<file path="config.mk">
export PLATFORM = sky130hd
export DESIGN_NAME = pwm_meter
export DESIGN_NICKNAME = d
export VERILOG_FILES = /design/src/rtl/pwm_meter.sv
export SDC_FILE = /design/constraint.sdc
export NUM_CORES = 1
export LEC_CHECK = 0
export ABC_AREA = 1
export ABC_CLOCK_PERIOD_IN_PS = 4700
export BUFFER_PORTS_ARGS = -buffer_cell sky130_fd_sc_hd__buf_2
export CAP_MARGIN = 20
export CORE_MARGIN = 2
export CORE_UTILIZATION = 23
export DETAILED_ROUTE_END_ITERATION = 8
export PLACE_DENSITY = 0.37
export SYNTH_ARGS = -nofsm -noshare
export SYNTH_HDL_FRONTEND = slang
export SYNTH_SLANG_ARGS = --single-unit
export TNS_END_PERCENT = 100
</file>
<file path="constraint.sdc">
create_clock -name clk -period 4.7 [get_ports clk]
set_input_delay 0.47 -clock clk [delete_from_list [all_inputs] [get_ports clk]]
set_output_delay 0.47 -clock clk [all_outputs]
set_load 0.02 [all_outputs]
</file>
<file path="src/rtl/pwm_meter.sv">
// pwm_meter: measures high time and period of a PWM waveform in clk cycles.
//
// pwm_in is synchronised, rising/falling edges are detected, and two counters
// track high time and period. The last complete measurement is published in
// read-only registers over an Avalon-MM slave, with a level interrupt.
//
// Ports:
//   clk         system clock, rising edge
//   reset_n     asynchronous active-low reset
//   address     register select (0 CTRL, 1 HIGH, 2 PERIOD, 3 STATUS)
//   chipselect  slave select
//   read        read strobe (readdata valid one cycle later)
//   write       write strobe
//   writedata   write data
//   readdata    registered read data
//   pwm_in      PWM waveform, asynchronous to clk
//   irq         level interrupt: irq_en & (valid | sat), registered
//
// FSM states:
//   state  | meaning
//   IDLE   | disabled, counters held at 0
//   ARM    | waiting for a rising edge; any partial pulse is discarded
//   HIGH   | inside the high phase, counting high time and period
//   LOW    | inside the low phase, counting period; next rise publishes
module pwm_meter #(
  parameter int CNT_WIDTH   = 32,
  parameter int SYNC_STAGES = 2
) (
  input  logic        clk,
  input  logic        reset_n,
  input  logic [1:0]  address,
  input  logic        chipselect,
  input  logic        read,
  input  logic        write,
  input  logic [31:0] writedata,
  output logic [31:0] readdata,
  input  logic        pwm_in,
  output logic        irq
);

  typedef enum logic [1:0] {
    S_IDLE = 2'd0,
    S_ARM  = 2'd1,
    S_HIGH = 2'd2,
    S_LOW  = 2'd3
  } state_t;

  state_t state, state_nxt;

  logic [SYNC_STAGES-1:0] sync_q;
  logic                   level;
  logic                   level_d;
  logic                   rise;
  logic                   fall;

  logic                   ctrl_en;
  logic                   ctrl_irq_en;
  logic                   valid;
  logic                   sat;

  logic [CNT_WIDTH-1:0]   hcnt;
  logic [CNT_WIDTH-1:0]   pcnt;
  logic [CNT_WIDTH-1:0]   shadow;
  logic [CNT_WIDTH-1:0]   high_reg;
  logic [CNT_WIDTH-1:0]   period_reg;
  logic                   pcnt_max;

  logic                   wr_ctrl;
  logic                   wr_stat;
  logic                   clear;

  logic                   cnt_zero;
  logic                   cnt_load;
  logic                   h_inc;
  logic                   p_inc;
  logic                   shadow_ld;
  logic                   publish;
  logic                   sat_set;

  logic                   unused_wd;

  // ---------------------------------------------------------------------------
  // Synchroniser and edge detect. Both edges see the same latency, so the
  // measured intervals equal the intervals on pwm_in.
  // ---------------------------------------------------------------------------
  always_ff @(posedge clk or negedge reset_n) begin
    if (!reset_n) begin
      sync_q  <= '0;
      level_d <= 1'b0;
    end else begin
      sync_q  <= {sync_q[SYNC_STAGES-2:0], pwm_in};
      level_d <= level;
    end
  end

  assign level = sync_q[SYNC_STAGES-1];
  assign rise  = level & ~level_d;
  assign fall  = ~level & level_d;

  // ---------------------------------------------------------------------------
  // Bus decode
  // ---------------------------------------------------------------------------
  assign wr_ctrl   = chipselect & write & (address == 2'd0);
  assign wr_stat   = chipselect & write & (address == 2'd3);
  assign clear     = wr_ctrl & writedata[2];
  assign unused_wd = ^writedata[31:3];
  assign pcnt_max  = &pcnt;

  always_ff @(posedge clk or negedge reset_n) begin
    if (!reset_n) begin
      ctrl_en     <= 1'b0;
      ctrl_irq_en <= 1'b0;
    end else if (wr_ctrl) begin
      ctrl_en     <= writedata[0];
      ctrl_irq_en <= writedata[1];
    end
  end

  // ---------------------------------------------------------------------------
  // FSM
  // ---------------------------------------------------------------------------
  always_ff @(posedge clk or negedge reset_n) begin
    if (!reset_n) state <= S_IDLE;
    else          state <= state_nxt;
  end

  // Priority: clear, then disable, then saturation, then edge events.
  // clear takes the enable value written alongside it.
  always_comb begin
    state_nxt = state;
    cnt_zero  = 1'b0;
    cnt_load  = 1'b0;
    h_inc     = 1'b0;
    p_inc     = 1'b0;
    shadow_ld = 1'b0;
    publish   = 1'b0;
    sat_set   = 1'b0;
    if (clear) begin
      cnt_zero  = 1'b1;
      state_nxt = writedata[0] ? S_ARM : S_IDLE;
    end else if (!ctrl_en) begin
      cnt_zero  = 1'b1;
      state_nxt = S_IDLE;
    end else begin
      unique case (state)
        S_IDLE: begin
          cnt_zero  = 1'b1;
          state_nxt = S_ARM;
        end
        S_ARM: begin
          if (rise) begin
            cnt_load  = 1'b1;
            state_nxt = S_HIGH;
          end else begin
            cnt_zero = 1'b1;
          end
        end
        S_HIGH: begin
          if (pcnt_max) begin
            sat_set   = 1'b1;
            cnt_zero  = 1'b1;
            state_nxt = S_ARM;
          end else begin
            h_inc = 1'b1;
            p_inc = 1'b1;
            if (fall) begin
              shadow_ld = 1'b1;
              state_nxt = S_LOW;
            end
          end
        end
        S_LOW: begin
          if (pcnt_max) begin
            sat_set   = 1'b1;
            cnt_zero  = 1'b1;
            state_nxt = S_ARM;
          end else if (rise) begin
            publish   = 1'b1;
            cnt_load  = 1'b1;
            state_nxt = S_HIGH;
          end else begin
            p_inc = 1'b1;
          end
        end
        default: state_nxt = S_IDLE;
      endcase
    end
  end

  // ---------------------------------------------------------------------------
  // Counters and published registers
  // ---------------------------------------------------------------------------
  always_ff @(posedge clk or negedge reset_n) begin
    if (!reset_n) begin
      hcnt <= '0;
      pcnt <= '0;
    end else if (cnt_zero) begin
      hcnt <= '0;
      pcnt <= '0;
    end else if (cnt_load) begin
      // The rise cycle itself is the first counted cycle.
      hcnt <= CNT_WIDTH'(1);
      pcnt <= CNT_WIDTH'(1);
    end else begin
      if (h_inc) hcnt <= hcnt + CNT_WIDTH'(1);
      if (p_inc) pcnt <= pcnt + CNT_WIDTH'(1);
    end
  end

  always_ff @(posedge clk or negedge reset_n) begin
    if (!reset_n) begin
      shadow     <= '0;
      high_reg   <= '0;
      period_reg <= '0;
    end else begin
      if (shadow_ld) shadow <= hcnt;
      if (clear) begin
        high_reg   <= '0;
        period_reg <= '0;
      end else if (publish) begin
        high_reg   <= shadow;
        period_reg <= pcnt;
      end
    end
  end

  // Hardware set beats a same-cycle W1C; clear beats everything.
  always_ff @(posedge clk or negedge reset_n) begin
    if (!reset_n) begin
      valid <= 1'b0;
      sat   <= 1'b0;
    end else begin
      if (clear)                        valid <= 1'b0;
      else if (publish)                 valid <= 1'b1;
      else if (wr_stat && writedata[0]) valid <= 1'b0;

      if (clear)                        sat <= 1'b0;
      else if (sat_set)                 sat <= 1'b1;
      else if (wr_stat && writedata[1]) sat <= 1'b0;
    end
  end

  always_ff @(posedge clk or negedge reset_n) begin
    if (!reset_n) irq <= 1'b0;
    else          irq <= ctrl_irq_en & (valid | sat);
  end

  // ---------------------------------------------------------------------------
  // Read path
  // ---------------------------------------------------------------------------
  always_ff @(posedge clk or negedge reset_n) begin
    if (!reset_n) begin
      readdata <= '0;
    end else if (chipselect && read) begin
      unique case (address)
        2'd0:    readdata <= {30'b0, ctrl_irq_en, ctrl_en};
        2'd1:    readdata <= 32'(high_reg);
        2'd2:    readdata <= 32'(period_reg);
        2'd3:    readdata <= {29'b0, level, sat, valid};
        default: readdata <= '0;
      endcase
    end
  end

endmodule

</file>
==> results of run 1 <==
## cell type report
cell class / count / area, um2 / share of cell area, %
sequential: 202 / 5055 / 43.32
multi-input combinational: 789 / 3964 / 33.97
clock buffer: 43 / 865.8 / 7.420
tap: 585 / 732.0 / 6.273
inverter: 189 / 710.7 / 6.090
timing repair buffer: 54 / 307.8 / 2.638
clock inverter: 5 / 33.78 / 0.2895
## worst min path at each step
stage,to,cells past startpoint,start
floorplan,ctrl_en,0,reset_n
global placement,sync_q[1],0,sync_q[0]
detailed placement,sync_q[1],0,sync_q[0]
CTS,hcnt[3],1,reset_n
global route,high_reg[4],1,reset_n
finish,shadow[4],1,reset_n
## metal layers
layer,vias to the layer above,global-route usage (%),wire length (um)
li1,3942,-,-
met3,49,2.024,923
met1,3733,18.09,14200
met2,84,21.50,13220
met5,-,0,0
met4,0,4.244,827
## logic make-up after synthesis
| group | Yosys count | synth area share [%] |
|---|---|---|
| AOI/OAI and AO/OA | 166 | 12.62 |
| xor gates and xnor gates | 14 | 1.225 |
| adders and majority gates | 2 | 0.2500 |
| buffers and inverters | 234 | 10.00 |
| DFF | 202 | 50.51 |
| and+or+nand+nor | 607 | 25.39 |
## layout by cell type, fill, tap and decap left out, types with 3 or more instances in the layout
| cell type | instances |
|---|---|
| xor2_1 | 11 |
| inv_1 | 186 |
| buf_2 | 42 |
| nand2_2 | 3 |
| o21ai_0 | 30 |
| nand3b_1 | 4 |
| nand2_1 | 351 |
| o21bai_2 | 6 |
| clkbuf_16 | 27 |
| clkinv_2 | 3 |
| o22ai_2 | 40 |
| o21bai_1 | 7 |
| xnor2_1 | 3 |
| clkbuf_8 | 13 |
| nand4_1 | 11 |
| nand3_4 | 4 |
| nor3_1 | 22 |
| a21oi_1 | 6 |
| buf_4 | 11 |
| nor2_2 | 10 |
| clkbuf_1 | 3 |
| nor2_1 | 149 |
| o22ai_1 | 46 |
| nand3_1 | 43 |
| dfrtp_1 | 202 |
| nor2_4 | 3 |
| o21ai_1 | 25 |
## per-stage QoR
step | area, um2 | cells | hold WS [ps] | utilization (%)
final | 11670 | 1867 | -26.01 | 27.15
after global routing | 11670 | 1867 | 5.696 | 27.15
after CTS | 11670 | 1867 | 2.841 | 27.15
after detailed placement | 10770 | 1819 | 349.2 | 25.06
after global placement | 10770 | 1819 | 345.0 | 25.06
after floorplan | 10010 | 1225 | 174.4 | -
## where the power goes
part	switching [mW]	total [mW]	internal, mW
clock	0.794	2.04	1.25
sequential	0.0790	2.06	1.98
combinational	0.431	0.628	0.196
total	1.30	4.73	3.42
==> reports/results.txt, run 1 <==
outcome - finished with violations
failing checks - hold timing
layout cells sized above 1 - 13.57%
Final min period - 3103 ps
Setup CP Type - register to register
nets@finish - 1304
via count - 7808
# clock sinks - 202
R2R depth - 11
sequential area share after synthesis - 50.51%
CP Depth - 11
core box area - 0.04298 mm2
Starting Density - 23.28%
synth cell count leaders - 351 x nand2_1, 202 x dfrtp_1, 186 x inv_1, 149 x nor2_1, 46 x o22ai_1
worst vdd rail ir drop - 0.0001967 V
post-cts resize count - 0
global-route wire length before repair - 46.38 mm
Worst Skew - 16.77 ps
worst path cell trace - ha_1, nand2_1, nor2_2, nand2_2, nor2_4, nand2_2, nand3_4, nor2_4, buf_4, nand2_1, o21ai_1
vias in the first global route - 8004
Mapped Cells - 1225
cell family with most CP delay - simple AND/OR/NAND/NOR gates
maxcap violations - 0
RSZ-0062 raised after global routing - false
most numerous cell in the Yosys netlist - nand2_1
PD cells - 405.1 mW/mm2
ANT cells - 0
drt pass-1 iters - 5
Reg-to-Reg End - shadow[26]
DP Wirelength - 19.98 mm
Yosys warnings - 0
Filler cells - 4751
flops & latches, synth - 202
normalized max-slew margin - 27.18%
WP data required - 5170 ps
Place WS - 1326 ps
Mapped Avg Cell Area - 8.169 um2
site row count - 76
most area-hungry cell type in the Yosys netlist - dfrtp_1
total negative slack - 0 ps
initial antenna violation count - 0
flop2flop setup slack - 1600 ps
CP peak stage delay - 680 ps
Worst Slack Setup Final - 1597 ps
Clock Path Buffers - 3
layout overhead on the synthesized area - 16.60%
final number of setup-violating endpoints - 0
ys flop type - dfrtp_1
Critical path origin - pcnt[0]
CTS tree - yes
Max Fanout on Critical Path - 41
cts hold-fix bufs - 0
drt first-iter violations - 379
die area - 0.04519 mm2
Final ANT Viol Nets - 0
Final Hold Vio Count - 17
share of flip-flops with an asynchronous set or reset - 100.0%
Worst Setup EP - shadow[26]
Reg-to-Reg Start - pcnt[0]
library cells used by synthesis - 38
IO Pins - 73
largest net degree at the start of global routing - 97
Clk Latency, worst-skew pair - 540 ps
WL final - 29.18 mm
die boundary height - 212.6 um
clock slew at reported path FFs - 60 ps
Hold Crit Class - input port to asynchronous set/reset pin
WL/cell - 15.63 um
PortBufs - 43
via/cell ratio - 4.182
clock buffer count from CTS - 26
number of flops mapped to enable cells by yosys - 0
routability cong. - 0.8184
DR DRC count - 0
post-CTS setup repair buffer count - 0
final worst-path cycle share - 66.02%
Hold WS - -26.01 ps
Mapped Nets - 1267
CP max stage cell - nor2_4
H-tree levels - 1
synth top area cells - dfrtp_1 51%, nand2_1 13%, inv_1 7.0%
Max Freq - 322.3 MHz
Root Driver - clkbuf_16
Pleak - 5.173 nW
startpoint types - register
Pwr Total - 4.728 mW
Buf/Inv on CP - 1
Critical Path AT - 3570 ps
CP Capture Type - register
gr ovfl total - 0
chip width - 212.6 um
Slew @ Worst Pin - 1092 ps
Total GRT Usage - 13.25%
Syn Std Cell Area - 0.01001 mm2
Slew Viols, Final - 0
share of the synthesized area in the top cell type - 50.51%
No activity file was read; power rests on OpenSTA's default activity.
==> run 2: changes to the inputs <==
--- a/config.mk
+++ b/config.mk
@@ -5,14 +5,14 @@
 export SDC_FILE = /design/constraint.sdc
 export NUM_CORES = 1
 export LEC_CHECK = 0
-export ABC_AREA = 1
-export ABC_CLOCK_PERIOD_IN_PS = 4700
+export ABC_AREA = 0
+export ABC_CLOCK_PERIOD_IN_PS = 2800
 export BUFFER_PORTS_ARGS = -buffer_cell sky130_fd_sc_hd__buf_2
 export CAP_MARGIN = 20
 export CORE_MARGIN = 2
 export CORE_UTILIZATION = 23
 export DETAILED_ROUTE_END_ITERATION = 8
-export PLACE_DENSITY = 0.37
+export PLACE_DENSITY = 0.38
 export SYNTH_ARGS = -nofsm -noshare
 export SYNTH_HDL_FRONTEND = slang
 export SYNTH_SLANG_ARGS = --single-unit
==> constraint.sdc (replaced) <==
create_clock -name clk -period 2.8 [get_ports clk]
set_input_delay 0.28 -clock clk [delete_from_list [all_inputs] [get_ports clk]]
set_output_delay 0.28 -clock clk [all_outputs]
set_load 0.02 [all_outputs]
==> reports/results.txt, run 2 <==
outcome - finished, final reports clean
vias in the first global route - 6920
die area - 0.04126 mm2
Syn Std Cell Area - 0.009120 mm2
R2R depth - 6
Worst Skew - 15.03 ps
final worst-path cycle share - 94.83%
number of flops mapped to enable cells by yosys - 0
startpoint types - register
WL final - 24.92 mm
cell family with most CP delay - simple AND/OR/NAND/NOR gates
via count - 6797
via/cell ratio - 4.546
share of flip-flops with an asynchronous set or reset - 100.0%
Mapped Cells - 894
Slew Viols, Final - 0
DR DRC count - 0
clock slew at reported path FFs - 60 ps
# clock sinks - 202
RSZ-0062 raised after global routing - false
Final Hold Vio Count - 0
Comb power frac - 9.8%
Reg power frac - 47.1%
die boundary height - 203.1 um
layout overhead on the synthesized area - 21.18%
synth cell count leaders - 202 x dfrtp_1, 199 x nand2_1, 108 x a21oi_1, 43 x clkbuf_1, 40 x o21ai_0
ANT cells - 0
Total GRT Usage - 12.26%
library cells used by synthesis - 52
largest net degree at the start of global routing - 68
CP Capture Type - register
worst vdd rail ir drop - 0.0003629 V
CP max stage cell - or4_1
ys flop type - dfrtp_1
Slew @ Worst Pin - 979.1 ps
Final min period - 2655 ps
PD cells - 647.1 mW/mm2
core box area - 0.03892 mm2
global-route wire length before repair - 40.47 mm
Setup CP Type - register to register
switch share - 25.88%
Critical Path AT - 3050 ps
Yosys warnings - 0
Max Freq - 376.6 MHz
most area-hungry cell type in the Yosys netlist - dfrtp_1
drt pass-1 iters - 4
Clock Path Buffers - 3
Place WS - 106.9 ps
hold worst-path end - ctrl_en
Reg-to-Reg End - shadow[12]
Clk Latency, worst-skew pair - 520 ps
chip width - 203.1 um
CP peak stage delay - 640 ps
sequential area share after synthesis - 55.43%
initial antenna violation count - 0
Pleak - 4.585 nW
Mapped Nets - 936
flop2flop setup slack - 140 ps
Worst Slack Setup Final - 144.8 ps
WL/cell - 16.67 um
site row count - 72
WP data required - 3190 ps
clock buffer count from CTS - 25
gr ovfl total - 0
share of the synthesized area in the top cell type - 55.43%
most common cell after layout, fill and taps aside - dfrtp_1
commonest cells after routing, fill and taps aside - 202 x dfrtp_1, 197 x nand2_1, 108 x a21oi_1
IO Pins - 73
CTS tree - yes
flops & latches, synth - 202
post-CTS setup repair buffer count - 0
drt first-iter violations - 425
H-tree levels - 1
DP Wirelength - 16.54 mm
Starting Density - 23.43%
synth top area cells - dfrtp_1 55%, nand2_1 8.2%, a21oi_1 5.9%
Final ANT Viol Nets - 0
normalized max-slew margin - 33.83%
Hold Crit Class - input port to register
final number of setup-violating endpoints - 0
Internal - 5.301 mW
Max Fanout on Critical Path - 26
clock power share - 43.1%
worst path cell trace - nand2_1, or4_1, or4_4, and3_2, buf_12, mux2_1
PortBufs - 43
most numerous cell in the Yosys netlist - dfrtp_1
maxcap violations - 0
Sw Pwr - 1.851 mW
Mapped Avg Cell Area - 10.20 um2
Root Driver - clkbuf_16
routability cong. - 0.6983
nets@finish - 1002
layout cells sized above 1 - 18.83%
Buf/Inv on CP - 1
total negative slack - 0 ps
Hold Startpoint - writedata[0]
Reg-to-Reg Start - pcnt[9]
hold path depth - 2
==> run 2: cell types whose count changed after synthesis, sizes merged, moves of 19 or more <==
cell	delta
inv	-182
nand2	-157
nor2	-133
a21oi	+102
o22ai	-86
mux2	+37
or4	+34
clkbuf	+30
a22oi	+29
nand3	-27
o31ai	+25
nor3	-19
==> run 2: logic make-up (layout without fill, tap and decap cells) <==
| family | after synthesis | count (layout) | share of synthesized area, % |
|---|---|---|---|
| flip-flops | 202 | 202 | 55.43 |
| buffers and inverters | 64 | 147 | 3.457 |
| XOR/XNOR | 20 | 20 | 1.921 |
| AND/OR/NAND/NOR | 345 | 345 | 18.12 |
| adder cells (fa/ha/maj) | 2 | 2 | 0.2743 |
| AO/OA/AOI/OAI | 222 | 222 | 14.50 |
| multiplexers | 39 | 39 | 6.297 |
==> run 2: repair_timing <==
item | CTS | global route
endpoints found under the hold margin | 62 | 0
hold buffers | 3 | 0
gates resized for setup | 0 | 1
setup endpoints to repair | 0 | 4
==> run 2: worst register-to-register path: cells and delay by family, from the launching register on <==
family	cells	cell delay, ps
mux	1	340
flops	1	410
simple gates	4	1590
buf+inv	1	180
==> run 2: worst max path at each step <==
stage | cells after the start | startpoint | endpoint | slack (ps)
CTS | 5 | pcnt[9] | pcnt[29] | 80
floorplan | 9 | pcnt[5] | shadow[0] | 70
finish | 6 | pcnt[9] | shadow[12] | 140
detailed placement | 5 | pcnt[9] | pcnt[29] | 110
global placement | 8 | address[0] | pcnt[13] | 80
global route | 7 | pcnt[9] | period_reg[7] | 5
==> run 2: final cells by class <==
class                      instances  area (um2)
sequential                       202        5055
multi-input combinational        628        3791
timing repair buffer              97       762.0
fill                            4128       27870
clock inverter                     9       80.08
tap                              518       648.1
clock buffer                      35       693.2
inverter                           6       22.52
==> run 2: through the flow <==
stage	instances	area [um2]	hold slack (ps)	total power [mW]	utilization (%)
4_1_cts	1495	11050	31.64	7.295	28.39
6_report	1495	11050	54.61	7.152	28.40
3_5_place_dp	1448	10240	339.2	4.142	26.32
3_3_place_gp	1448	10240	335.7	4.131	26.32
2_1_floorplan	894	9120	-15.59	3.823	-
5_1_grt	1495	11050	41.43	7.533	28.40
==> run 2: power by group through the flow <==
stage / sequential (mW) / combinational [mW] / clock, mW
after floorplan: 3.47 / 0.348 / 0
after global placement: 3.42 / 0.712 / 0
after detailed placement: 3.42 / 0.718 / 0
after CTS: 3.37 / 0.721 / 3.20
after global routing: 3.40 / 0.801 / 3.33
final: 3.37 / 0.699 / 3.08
==> run 2: metal layers <==
metal  up-vias  share of wire (%)  GRT usage (%)
met5         -                  0              0
met1      3349                 50          17.83
met2        71                 45          19.23
li1       3349                  -              -
met4         0                1.5          2.763
met3        28                3.2          1.806
